### config.mk
export PLATFORM = sky130hd
export DESIGN_NAME = control_sequencer
export DESIGN_NICKNAME = d
export VERILOG_FILES = /design/src/rtl/mips_ctrl_pkg.sv /design/src/rtl/ctrl_decode_table.sv /design/src/rtl/control_sequencer.sv
export SDC_FILE = /design/constraint.sdc
export NUM_CORES = 1
export LEC_CHECK = 0
export ABC_AREA = 1
export CORE_ASPECT_RATIO = 0.7
export CORE_UTILIZATION = 42
export DETAILED_ROUTE_END_ITERATION = 7
export GPL_TIMING_DRIVEN = 0
export PLACE_DENSITY = 0.84
export SYNTH_ARGS = -nofsm -noshare
export SYNTH_HDL_FRONTEND = slang
export SYNTH_SLANG_ARGS = --single-unit
export TNS_END_PERCENT = 1
### constraint.sdc
create_clock -name clk -period 1.76 [get_ports clk]
set_input_delay 0.352 -clock clk [delete_from_list [all_inputs] [get_ports clk]]
set_output_delay 0.352 -clock clk [all_outputs]
set_load 0.01 [all_outputs]
### src/rtl/mips_ctrl_pkg.sv
// Shared encodings for the MIPS control sequencer and its decode table.
`timescale 1ns/1ps
package mips_ctrl_pkg;

  // Primary opcodes, instr[31:26]
  localparam logic [5:0] OP_RTYPE = 6'h00;
  localparam logic [5:0] OP_J     = 6'h02;
  localparam logic [5:0] OP_JAL   = 6'h03;
  localparam logic [5:0] OP_BEQ   = 6'h04;
  localparam logic [5:0] OP_BNE   = 6'h05;
  localparam logic [5:0] OP_ADDI  = 6'h08;
  localparam logic [5:0] OP_XORI  = 6'h0E;
  localparam logic [5:0] OP_FR    = 6'h11;
  localparam logic [5:0] OP_LW    = 6'h23;
  localparam logic [5:0] OP_SW    = 6'h2B;

  // RTYPE function codes, instr[5:0]
  localparam logic [5:0] FN_JR    = 6'h08;
  localparam logic [5:0] FN_MFHI  = 6'h10;
  localparam logic [5:0] FN_MFLO  = 6'h12;
  localparam logic [5:0] FN_MULT  = 6'h18;
  localparam logic [5:0] FN_ADD   = 6'h20;
  localparam logic [5:0] FN_SUB   = 6'h22;
  localparam logic [5:0] FN_SLT   = 6'h2A;

  // FR-class function codes
  localparam logic [5:0] FN_FADD  = 6'h00;
  localparam logic [5:0] FN_FSUB  = 6'h01;

  // FR format field, instr[25:21]
  localparam logic [4:0] FMT_SINGLE = 5'h10;
  localparam logic [4:0] FMT_DOUBLE = 5'h11;

  // ALU operation codes
  localparam logic [2:0] ALU_ADD  = 3'd0;
  localparam logic [2:0] ALU_SUB  = 3'd1;
  localparam logic [2:0] ALU_XOR  = 3'd2;
  localparam logic [2:0] ALU_SLT  = 3'd3;
  localparam logic [2:0] ALU_AND  = 3'd4;
  localparam logic [2:0] ALU_NAND = 3'd5;
  localparam logic [2:0] ALU_NOR  = 3'd6;
  localparam logic [2:0] ALU_OR   = 3'd7;

  // Register write-data source
  localparam logic [2:0] WD3_MEM = 3'd0;
  localparam logic [2:0] WD3_ALU = 3'd1;
  localparam logic [2:0] WD3_HI  = 3'd2;
  localparam logic [2:0] WD3_LO  = 3'd3;
  localparam logic [2:0] WD3_FPU = 3'd4;

  // Next-PC source
  localparam logic [1:0] PC_SEQ    = 2'd0;
  localparam logic [1:0] PC_JUMP   = 2'd1;
  localparam logic [1:0] PC_REG    = 2'd2;
  localparam logic [1:0] PC_BRANCH = 2'd3;

  // Destination register select
  localparam logic [1:0] RWA_RT = 2'd0;
  localparam logic [1:0] RWA_RA = 2'd1;
  localparam logic [1:0] RWA_RD = 2'd2;
  localparam logic [1:0] RWA_FD = 2'd3;

  // ALU B-operand select
  localparam logic [1:0] MUXB_IMM  = 2'd0;
  localparam logic [1:0] MUXB_REG  = 2'd1;
  localparam logic [1:0] MUXB_LINK = 2'd2;

  typedef enum logic [1:0] {
    ST_IDLE      = 2'd0,
    ST_MULT_BUSY = 2'd1,
    ST_FPU_WAIT  = 2'd2,
    ST_FPU_WB    = 2'd3
  } state_t;

  typedef enum logic [1:0] {
    CLS_SINGLE  = 2'd0,
    CLS_MULT    = 2'd1,
    CLS_FPU     = 2'd2,
    CLS_ILLEGAL = 2'd3
  } instr_class_t;

  // Decoded control bundle; branches carry flags resolved against zero later
  typedef struct packed {
    logic       reg_write;
    logic       mux_a_en;
    logic       dm_we;
    logic       multiply_en;
    logic       fp_en;
    logic [1:0] mux_b_en;
    logic [1:0] rwa_sel;
    logic [1:0] mux_pc;
    logic [2:0] alu_op;
    logic [2:0] mux_wd3;
    logic       fpu_start;
    logic       fpu_op;
    logic       fpu_dbl;
    logic       br_eq;
    logic       br_ne;
  } ctrl_t;

endpackage

### src/rtl/ctrl_decode_table.sv
// Pure combinational opcode/funct/fmt decode into a control bundle and class.
`timescale 1ns/1ps
module ctrl_decode_table
  import mips_ctrl_pkg::*;
#(
  parameter int SUPPORT_DOUBLE = 1
) (
  input  logic [5:0]   i_opcode,
  input  logic [5:0]   i_funct,
  input  logic [4:0]   i_fmt,
  output ctrl_t        o_ctrl,
  output instr_class_t o_class
);

  logic w_fmt_ok;
  logic w_fr_funct_ok;

  assign w_fmt_ok      = (i_fmt == FMT_SINGLE) ||
                         ((SUPPORT_DOUBLE != 0) && (i_fmt == FMT_DOUBLE));
  assign w_fr_funct_ok = (i_funct == FN_FADD) || (i_funct == FN_FSUB);

  // Decode table; anything not matched stays all-zero and is classed illegal
  always_comb begin
    o_ctrl  = '0;
    o_class = CLS_ILLEGAL;
    case (i_opcode)
      OP_RTYPE: begin
        case (i_funct)
          FN_ADD, FN_SUB, FN_SLT: begin
            o_ctrl.reg_write = 1'b1;
            o_ctrl.mux_b_en  = MUXB_REG;
            o_ctrl.rwa_sel   = RWA_RD;
            o_ctrl.mux_wd3   = WD3_ALU;
            o_ctrl.alu_op    = (i_funct == FN_ADD) ? ALU_ADD :
                               (i_funct == FN_SUB) ? ALU_SUB : ALU_SLT;
            o_class          = CLS_SINGLE;
          end
          FN_JR: begin
            o_ctrl.mux_pc = PC_REG;
            o_class       = CLS_SINGLE;
          end
          FN_MFHI, FN_MFLO: begin
            o_ctrl.reg_write = 1'b1;
            o_ctrl.rwa_sel   = RWA_RD;
            o_ctrl.mux_wd3   = (i_funct == FN_MFHI) ? WD3_HI : WD3_LO;
            o_class          = CLS_SINGLE;
          end
          FN_MULT: begin
            o_ctrl.multiply_en = 1'b1;
            o_class            = CLS_MULT;
          end
          default: ;
        endcase
      end
      OP_LW: begin
        o_ctrl.reg_write = 1'b1;
        o_ctrl.mux_wd3   = WD3_MEM;
        o_ctrl.alu_op    = ALU_ADD;
        o_class          = CLS_SINGLE;
      end
      OP_SW: begin
        o_ctrl.dm_we = 1'b1;
        o_class      = CLS_SINGLE;
      end
      OP_BEQ, OP_BNE: begin
        o_ctrl.alu_op   = ALU_SUB;
        o_ctrl.mux_b_en = MUXB_REG;
        o_ctrl.br_eq    = (i_opcode == OP_BEQ);
        o_ctrl.br_ne    = (i_opcode == OP_BNE);
        o_class         = CLS_SINGLE;
      end
      OP_ADDI, OP_XORI: begin
        o_ctrl.reg_write = 1'b1;
        o_ctrl.mux_wd3   = WD3_ALU;
        o_ctrl.alu_op    = (i_opcode == OP_ADDI) ? ALU_ADD : ALU_XOR;
        o_class          = CLS_SINGLE;
      end
      OP_J: begin
        o_ctrl.mux_pc = PC_JUMP;
        o_class       = CLS_SINGLE;
      end
      OP_JAL: begin
        o_ctrl.mux_pc    = PC_JUMP;
        o_ctrl.reg_write = 1'b1;
        o_ctrl.mux_a_en  = 1'b1;
        o_ctrl.mux_b_en  = MUXB_LINK;
        o_ctrl.rwa_sel   = RWA_RA;
        o_class          = CLS_SINGLE;
      end
      OP_FR: begin
        if (w_fr_funct_ok && w_fmt_ok) begin
          o_ctrl.fpu_start = 1'b1;
          o_ctrl.fpu_op    = i_funct[0];
          o_ctrl.fpu_dbl   = (i_fmt == FMT_DOUBLE);
          o_ctrl.fp_en     = 1'b1;
          o_class          = CLS_FPU;
        end
      end
      default: ;
    endcase
  end

endmodule

### src/rtl/control_sequencer.sv
// Multi-cycle control sequencer: decode table wrapped with FSM, MULT occupancy
// counter, FPU start/done handshake with timeout, and output gating.
`timescale 1ns/1ps
module control_sequencer
  import mips_ctrl_pkg::*;
#(
  parameter int MULT_CYCLES    = 4,
  parameter int FPU_TIMEOUT    = 64,
  parameter int SUPPORT_DOUBLE = 1
) (
  input  logic       clk,
  input  logic       reset_n,
  input  logic       instr_valid,
  output logic       instr_ready,
  input  logic [5:0] opcode,
  input  logic [5:0] functcode,
  input  logic [4:0] fmt,
  input  logic       zero,
  input  logic       fpu_done,
  output logic       regWrite,
  output logic       muxA_en,
  output logic       dm_we,
  output logic       multiplyEn,
  output logic       FloatingPointEn,
  output logic [1:0] muxB_en,
  output logic [1:0] regWriteAddSelect,
  output logic [1:0] muxPC,
  output logic [2:0] ALUop,
  output logic [2:0] muxWD3_en,
  output logic       fpu_start,
  output logic       fpu_op,
  output logic       fpu_dbl,
  output logic       stall,
  output logic       illegal
);

  localparam int MCW = (MULT_CYCLES > 1) ? $clog2(MULT_CYCLES) : 1;
  localparam int TCW = $clog2(FPU_TIMEOUT);
  localparam logic [MCW-1:0] MULT_LOAD = MCW'(MULT_CYCLES - 1);
  localparam logic [TCW-1:0] TO_LAST   = TCW'(FPU_TIMEOUT - 1);

  state_t         r_state, w_state_next;
  logic           r_active;
  logic [MCW-1:0] r_mult_cnt, w_mult_cnt_next;
  logic [TCW-1:0] r_to_cnt, w_to_cnt_next;
  logic           r_fpu_op, w_fpu_op_next;
  logic           r_fpu_dbl, w_fpu_dbl_next;

  ctrl_t          w_dec;
  instr_class_t   w_class;
  logic           w_ready;
  logic           w_accept;
  logic           w_timeout;

  ctrl_decode_table #(
    .SUPPORT_DOUBLE(SUPPORT_DOUBLE)
  ) u_decode (
    .i_opcode (opcode),
    .i_funct  (functcode),
    .i_fmt    (fmt),
    .o_ctrl   (w_dec),
    .o_class  (w_class)
  );

  // r_active holds the front end off until the first edge after reset release
  assign w_ready   = r_active && (r_state == ST_IDLE);
  assign w_accept  = instr_valid && w_ready;
  assign w_timeout = (r_state == ST_FPU_WAIT) && !fpu_done && (r_to_cnt == TO_LAST);

  // State, counters and latched FP op/format
  always_ff @(posedge clk or negedge reset_n) begin
    if (!reset_n) begin
      r_state    <= ST_IDLE;
      r_active   <= 1'b0;
      r_mult_cnt <= '0;
      r_to_cnt   <= '0;
      r_fpu_op   <= 1'b0;
      r_fpu_dbl  <= 1'b0;
    end else begin
      r_state    <= w_state_next;
      r_active   <= 1'b1;
      r_mult_cnt <= w_mult_cnt_next;
      r_to_cnt   <= w_to_cnt_next;
      r_fpu_op   <= w_fpu_op_next;
      r_fpu_dbl  <= w_fpu_dbl_next;
    end
  end

  // Next-state and counter update
  always_comb begin
    w_state_next    = r_state;
    w_mult_cnt_next = r_mult_cnt;
    w_to_cnt_next   = r_to_cnt;
    w_fpu_op_next   = r_fpu_op;
    w_fpu_dbl_next  = r_fpu_dbl;
    case (r_state)
      ST_IDLE: begin
        if (w_accept) begin
          if (w_class == CLS_MULT) begin
            w_mult_cnt_next = MULT_LOAD;
            // A one-cycle multiplier needs no busy state at all
            if (MULT_LOAD != '0) w_state_next = ST_MULT_BUSY;
          end else if (w_class == CLS_FPU) begin
            w_fpu_op_next  = w_dec.fpu_op;
            w_fpu_dbl_next = w_dec.fpu_dbl;
            w_to_cnt_next  = '0;
            w_state_next   = ST_FPU_WAIT;
          end
        end
      end
      ST_MULT_BUSY: begin
        w_mult_cnt_next = r_mult_cnt - MCW'(1);
        if (r_mult_cnt <= MCW'(1)) w_state_next = ST_IDLE;
      end
      ST_FPU_WAIT: begin
        // fpu_done takes priority over a coincident timeout
        if (fpu_done)       w_state_next = ST_FPU_WB;
        else if (w_timeout) w_state_next = ST_IDLE;
        else                w_to_cnt_next = r_to_cnt + TCW'(1);
      end
      ST_FPU_WB: begin
        w_state_next = ST_IDLE;
      end
      default: w_state_next = ST_IDLE;
    endcase
  end

  // Output decode: accepted-instruction controls in IDLE, FP writeback, pulses
  always_comb begin
    instr_ready       = w_ready;
    stall             = r_active && (r_state != ST_IDLE);
    regWrite          = 1'b0;
    muxA_en           = 1'b0;
    dm_we             = 1'b0;
    multiplyEn        = 1'b0;
    FloatingPointEn   = 1'b0;
    muxB_en           = '0;
    regWriteAddSelect = '0;
    muxPC             = PC_SEQ;
    ALUop             = '0;
    muxWD3_en         = '0;
    fpu_start         = 1'b0;
    fpu_op            = r_fpu_op;
    fpu_dbl           = r_fpu_dbl;
    illegal           = 1'b0;
    case (r_state)
      ST_IDLE: begin
        if (w_accept) begin
          regWrite          = w_dec.reg_write;
          muxA_en           = w_dec.mux_a_en;
          dm_we             = w_dec.dm_we;
          multiplyEn        = w_dec.multiply_en;
          FloatingPointEn   = w_dec.fp_en;
          muxB_en           = w_dec.mux_b_en;
          regWriteAddSelect = w_dec.rwa_sel;
          ALUop             = w_dec.alu_op;
          muxWD3_en         = w_dec.mux_wd3;
          fpu_start         = w_dec.fpu_start;
          illegal           = (w_class == CLS_ILLEGAL);
          if (w_dec.br_eq)      muxPC = zero ? PC_BRANCH : PC_SEQ;
          else if (w_dec.br_ne) muxPC = zero ? PC_SEQ : PC_BRANCH;
          else                  muxPC = w_dec.mux_pc;
          if (w_class == CLS_FPU) begin
            fpu_op  = w_dec.fpu_op;
            fpu_dbl = w_dec.fpu_dbl;
          end
        end
      end
      ST_FPU_WAIT: begin
        illegal = w_timeout;
      end
      ST_FPU_WB: begin
        regWrite          = 1'b1;
        muxWD3_en         = WD3_FPU;
        regWriteAddSelect = RWA_FD;
        FloatingPointEn   = 1'b1;
      end
      default: ;
    endcase
  end

endmodule

==> impl_metrics.xml, run 1 <==
<?xml version="1.0" encoding="UTF-8"?>
<metrics>
  <group name="status">
    <metric name="run_status" unit="">finished with violations</metric>
    <metric name="failed_checks" unit="">setup timing</metric>
  </group>
  <group name="timing">
    <metric name="final-max-slew-violation-count" unit="">0</metric>
    <metric name="worst_hold_slack" unit="ps">488</metric>
    <metric name="worst-slew-pin-transition" unit="ps">611</metric>
    <metric name="setup_viol" unit="">25</metric>
    <metric name="timing_hold_violations_final" unit="">0</metric>
    <metric name="fmaxAchievable" unit="GHz">0.466</metric>
    <metric name="post-route-period-util" unit="%">122</metric>
    <metric name="worst_clock_skew_on_the_final_layout" unit="ps">4.44</metric>
    <metric name="final.setup.worst_slack" unit="ps">-385</metric>
    <metric name="rsz0062_at_grt" unit="">true</metric>
    <metric name="tns" unit="ps">-4930</metric>
    <metric name="fin_crit" unit="ps">2140</metric>
    <metric name="slew_headroom" unit="%">59.1</metric>
  </group>
  <group name="drt">
    <metric name="finalWirelength" unit="um">5320</metric>
    <metric name="avgViaCountPerCell" unit="">5.41</metric>
    <metric name="dr.pass1.iters" unit="">4</metric>
    <metric name="drc_errors" unit="">0</metric>
    <metric name="wl_per_cell" unit="um">15.0</metric>
    <metric name="dr_total_vias" unit="">1914</metric>
    <metric name="detail-route-antenna-nets" unit="">0</metric>
    <metric name="drt_iter0_drc" unit="">155</metric>
  </group>
  <group name="pwr">
    <metric name="peakVddDrop" unit="uV">674</metric>
    <metric name="cellPowerDensity" unit="nW/um^2">882</metric>
    <metric name="cellLeakagePower" unit="nW">1.15</metric>
  </group>
  <group name="synthesis">
    <metric name="seq_area_frac_synth" unit="%">22.5</metric>
    <metric name="synth.avg_cell_area" unit="um^2">6.21</metric>
    <metric name="yosys_top_cell_area_share" unit="%">22.5</metric>
    <metric name="yosys_reg_bits" unit="">13</metric>
    <metric name="synth.distinct_cells" unit="">34</metric>
    <metric name="synth_net_count" unit="">262</metric>
    <metric name="synth_area" unit="um^2">1450</metric>
    <metric name="ys_top_cells_by_area" unit="">sky130_fd_sc_hd__dfrtp_1, sky130_fd_sc_hd__nand2_1, sky130_fd_sc_hd__nand3_1</metric>
    <metric name="synth_warn" unit="">0</metric>
    <metric name="netlist.top_cell.by_area" unit="">sky130_fd_sc_hd__dfrtp_1</metric>
    <metric name="syn_inst" unit="">233</metric>
  </group>
  <group name="worst_setup_path">
    <metric name="worstPathRequired" unit="ps">1410</metric>
    <metric name="setup.worst_path.end_class" unit="">output port</metric>
    <metric name="cp_data_arrival_time" unit="ps">1790</metric>
    <metric name="path_max_fanout" unit="">4</metric>
    <metric name="critical_path.startpoint_type" unit="">register</metric>
    <metric name="timing_worst_setup_path_type" unit="">reg2out</metric>
  </group>
  <group name="finish">
    <metric name="highest_count_cells_in_the_layout_ignoring_fill_and_taps" unit="">sky130_fd_sc_hd__nand2_1, sky130_fd_sc_hd__buf_4, sky130_fd_sc_hd__inv_1, sky130_fd_sc_hd__buf_2, sky130_fd_sc_hd__nand3_1</metric>
    <metric name="layout.cells.most_common" unit="">sky130_fd_sc_hd__nand2_1</metric>
    <metric name="post_route_cells_drive_above_1_share" unit="%">49.2</metric>
    <metric name="area.sequential" unit="um^2">325</metric>
    <metric name="multi_input_comb_area" unit="um^2">1270</metric>
    <metric name="syn2layout_area_growth" unit="%">67.0</metric>
    <metric name="finish.utilization" unit="%">75.2</metric>
    <metric name="final.fill_count" unit="">204</metric>
    <metric name="n_antenna_cell" unit="">0</metric>
    <metric name="final_nets" unit="">337</metric>
  </group>
  <group name="floorplanning">
    <metric name="ioPinCount" unit="">45</metric>
    <metric name="floorplan.die.width" unit="um">72.1</metric>
    <metric name="die-height" unit="um">51.1</metric>
    <metric name="floorplan.core_area" unit="um^2">3210</metric>
    <metric name="num_rows" unit="">17</metric>
    <metric name="starting_utilization_of_the_core_area" unit="%">45.0</metric>
    <metric name="dieArea" unit="um^2">3690</metric>
  </group>
  <group name="clocking">
    <metric name="numClockSinks" unit="">13</metric>
    <metric name="post_cts_clock_slew_at_the_launch_and_capture_registers_of_the_worst_setup_and_hold_paths" unit="ps">60</metric>
    <metric name="clock_tree.root_cell" unit="">sky130_fd_sc_hd__clkbuf_8</metric>
    <metric name="tritoncts" unit="">built</metric>
    <metric name="ctsLongestPathBuffers" unit="">2</metric>
    <metric name="cts_made_buffers" unit="">3</metric>
    <metric name="clk_latency" unit="ps">250</metric>
    <metric name="clock_tree.htree_level_count" unit="">1</metric>
  </group>
  <group name="grt">
    <metric name="antenna_found_initial" unit="">0</metric>
    <metric name="gr-total-overflow" unit="">0</metric>
    <metric name="grt_use_total" unit="%">25.6</metric>
    <metric name="grt_pass1_vias" unit="">1629</metric>
    <metric name="grt_pass1_wl" unit="um">7270</metric>
    <metric name="maximum_number_of_pins_on_one_net_before_global_route_repair" unit="">14</metric>
  </group>
  <group name="job">
    <metric name="drv.max_cap_violation_count" unit="">0</metric>
  </group>
  <group name="worst_hold_path">
    <metric name="hp-class" unit="">in2async</metric>
  </group>
  <group name="placed_design">
    <metric name="dp_wirelength" unit="um">2980</metric>
    <metric name="numPortBuffers" unit="">43</metric>
    <metric name="routabilityCongestion" unit="">0.909</metric>
  </group>
</metrics>
-- layout make-up --
cell class / instances / share of cell area (%)
multi-input combinational: 179 / 52.7
timing repair buffer: 71 / 22.0
sequential: 13 / 13.5
inverter: 38 / 6.79
tap: 47 / 2.44
clock buffer: 4 / 1.87
buffer: 2 / 0.777
-- stage by stage --
step | setup slack, ps | std cells | power (mW) | cell area (um^2)
after floorplan | -199 | 233 | 1.19 | 1500
after global placement | -1150 | 323 | 1.48 | 1990
after detailed placement | -1200 | 323 | 1.50 | 1990
after CTS | -335 | 343 | 1.93 | 2270
after global routing | -456 | 354 | 2.27 | 2410
final | -385 | 354 | 2.13 | 2410
-- cells by family (layout without fill, tap and decap cells) --
logic type               Yosys count  after routing  share of synthesized area, %
adder cells (fa/ha/maj)            7              7                          6.06
flip-flops                        13             13                          22.5
AO/OA/AOI/OAI                     27             27                          12.4
buffers and inverters             41            115                          11.4
other                              2              2                         0.519
AND/OR/NAND/NOR                  143            143                          47.1
-- critical path, stage by stage, from the launching register on --
cell and delay, ps:
sky130_fd_sc_hd__dfrtp_1 370, sky130_fd_sc_hd__inv_2 60, sky130_fd_sc_hd__ha_4 280, sky130_fd_sc_hd__clkinvlp_4 170, sky130_fd_sc_hd__nand2_8 120, sky130_fd_sc_hd__nor3_4 40
sky130_fd_sc_hd__a21oi_2 120, sky130_fd_sc_hd__o21ai_2 80, sky130_fd_sc_hd__o21bai_4 170, sky130_fd_sc_hd__buf_6 120
-- timing repair --
item | in CTS | in global routing
pin swaps | 28 | 25
endpoints found under the setup margin | 33 | 30
buffers inserted | 17 | 11
resized for setup | 158 | 46
hold buffers | 0 | 0
-- synthesized netlist by cell type --
cell                        n
sky130_fd_sc_hd__nor3_1     3
sky130_fd_sc_hd__conb_1     2
sky130_fd_sc_hd__a31o_2     1
sky130_fd_sc_hd__inv_2      5
sky130_fd_sc_hd__nand2_1   50
sky130_fd_sc_hd__buf_4      1
sky130_fd_sc_hd__nand4_2    1
sky130_fd_sc_hd__o31ai_1    1
sky130_fd_sc_hd__a211oi_1   1
sky130_fd_sc_hd__nor4_1     2
sky130_fd_sc_hd__o21bai_1   1
sky130_fd_sc_hd__nand3_1   28
sky130_fd_sc_hd__nor3_2     1
sky130_fd_sc_hd__o211ai_1   1
sky130_fd_sc_hd__clkbuf_1   1
sky130_fd_sc_hd__nand4_1    2
sky130_fd_sc_hd__inv_1     31
sky130_fd_sc_hd__nand3_4    1
sky130_fd_sc_hd__o21ai_1    2
sky130_fd_sc_hd__a21oi_1    6
sky130_fd_sc_hd__a21oi_2    1
sky130_fd_sc_hd__nor2_1    33
sky130_fd_sc_hd__or2_2      3
sky130_fd_sc_hd__nor2_4     1
sky130_fd_sc_hd__buf_6      1
sky130_fd_sc_hd__nand3_2    2
sky130_fd_sc_hd__dfrtp_1   13
sky130_fd_sc_hd__ha_1       7
sky130_fd_sc_hd__nand2_2    9
sky130_fd_sc_hd__o21ai_0    6
sky130_fd_sc_hd__a311oi_1   1
sky130_fd_sc_hd__nor2_2     7
sky130_fd_sc_hd__clkinv_1   2
sky130_fd_sc_hd__o21ai_2    6
-- sequential cells by signal (all words and copies together), names as in the netlist --
name        count
r_to_cnt        6
r_mult_cnt      2
r_state         2
r_active        1
r_fpu_dbl       1
r_fpu_op        1
-- worst paths after layout --
kind	startpoint	endpoint	slack [ps]	depth (start not counted)
setup / recovery	r_state[1]	regWrite	-380	9
hold / removal	reset_n	r_to_cnt[3]	490	1
setup reg to reg	r_state[0]	r_to_cnt[0]	-200	15
hold reg to reg	r_to_cnt[3]	r_to_cnt[3]	500	2
max in group asynchronous	reset_n	r_state[1]	870	1
min in group clk	r_to_cnt[3]	r_to_cnt[3]	500	2
-- layer usage --
layer | up-vias | global-route usage, % | part of all wire [%]
met2 | 97 | 43.6 | 48
met4 | 0 | 4.90 | 3.7
met3 | 25 | 5.52 | 7.2
met1 | 893 | 33.5 | 41
li1 | 899 | - | -
met5 | - | 0 | 0
-- power breakdown --
part	internal, mW	switching, mW	total, mW
logic	0.589	0.847	1.44
registers	0.368	0.0529	0.421
clock network	0.160	0.113	0.273
Power figures use the tool's default switching activity.
==> inputs of run 2 (changes only) <==
- GPL_ROUTABILITY_DRIVEN: unset -> 0
==> results of run 2 <==
The final DEF is identical to that of run 1; final timing and power are the same.
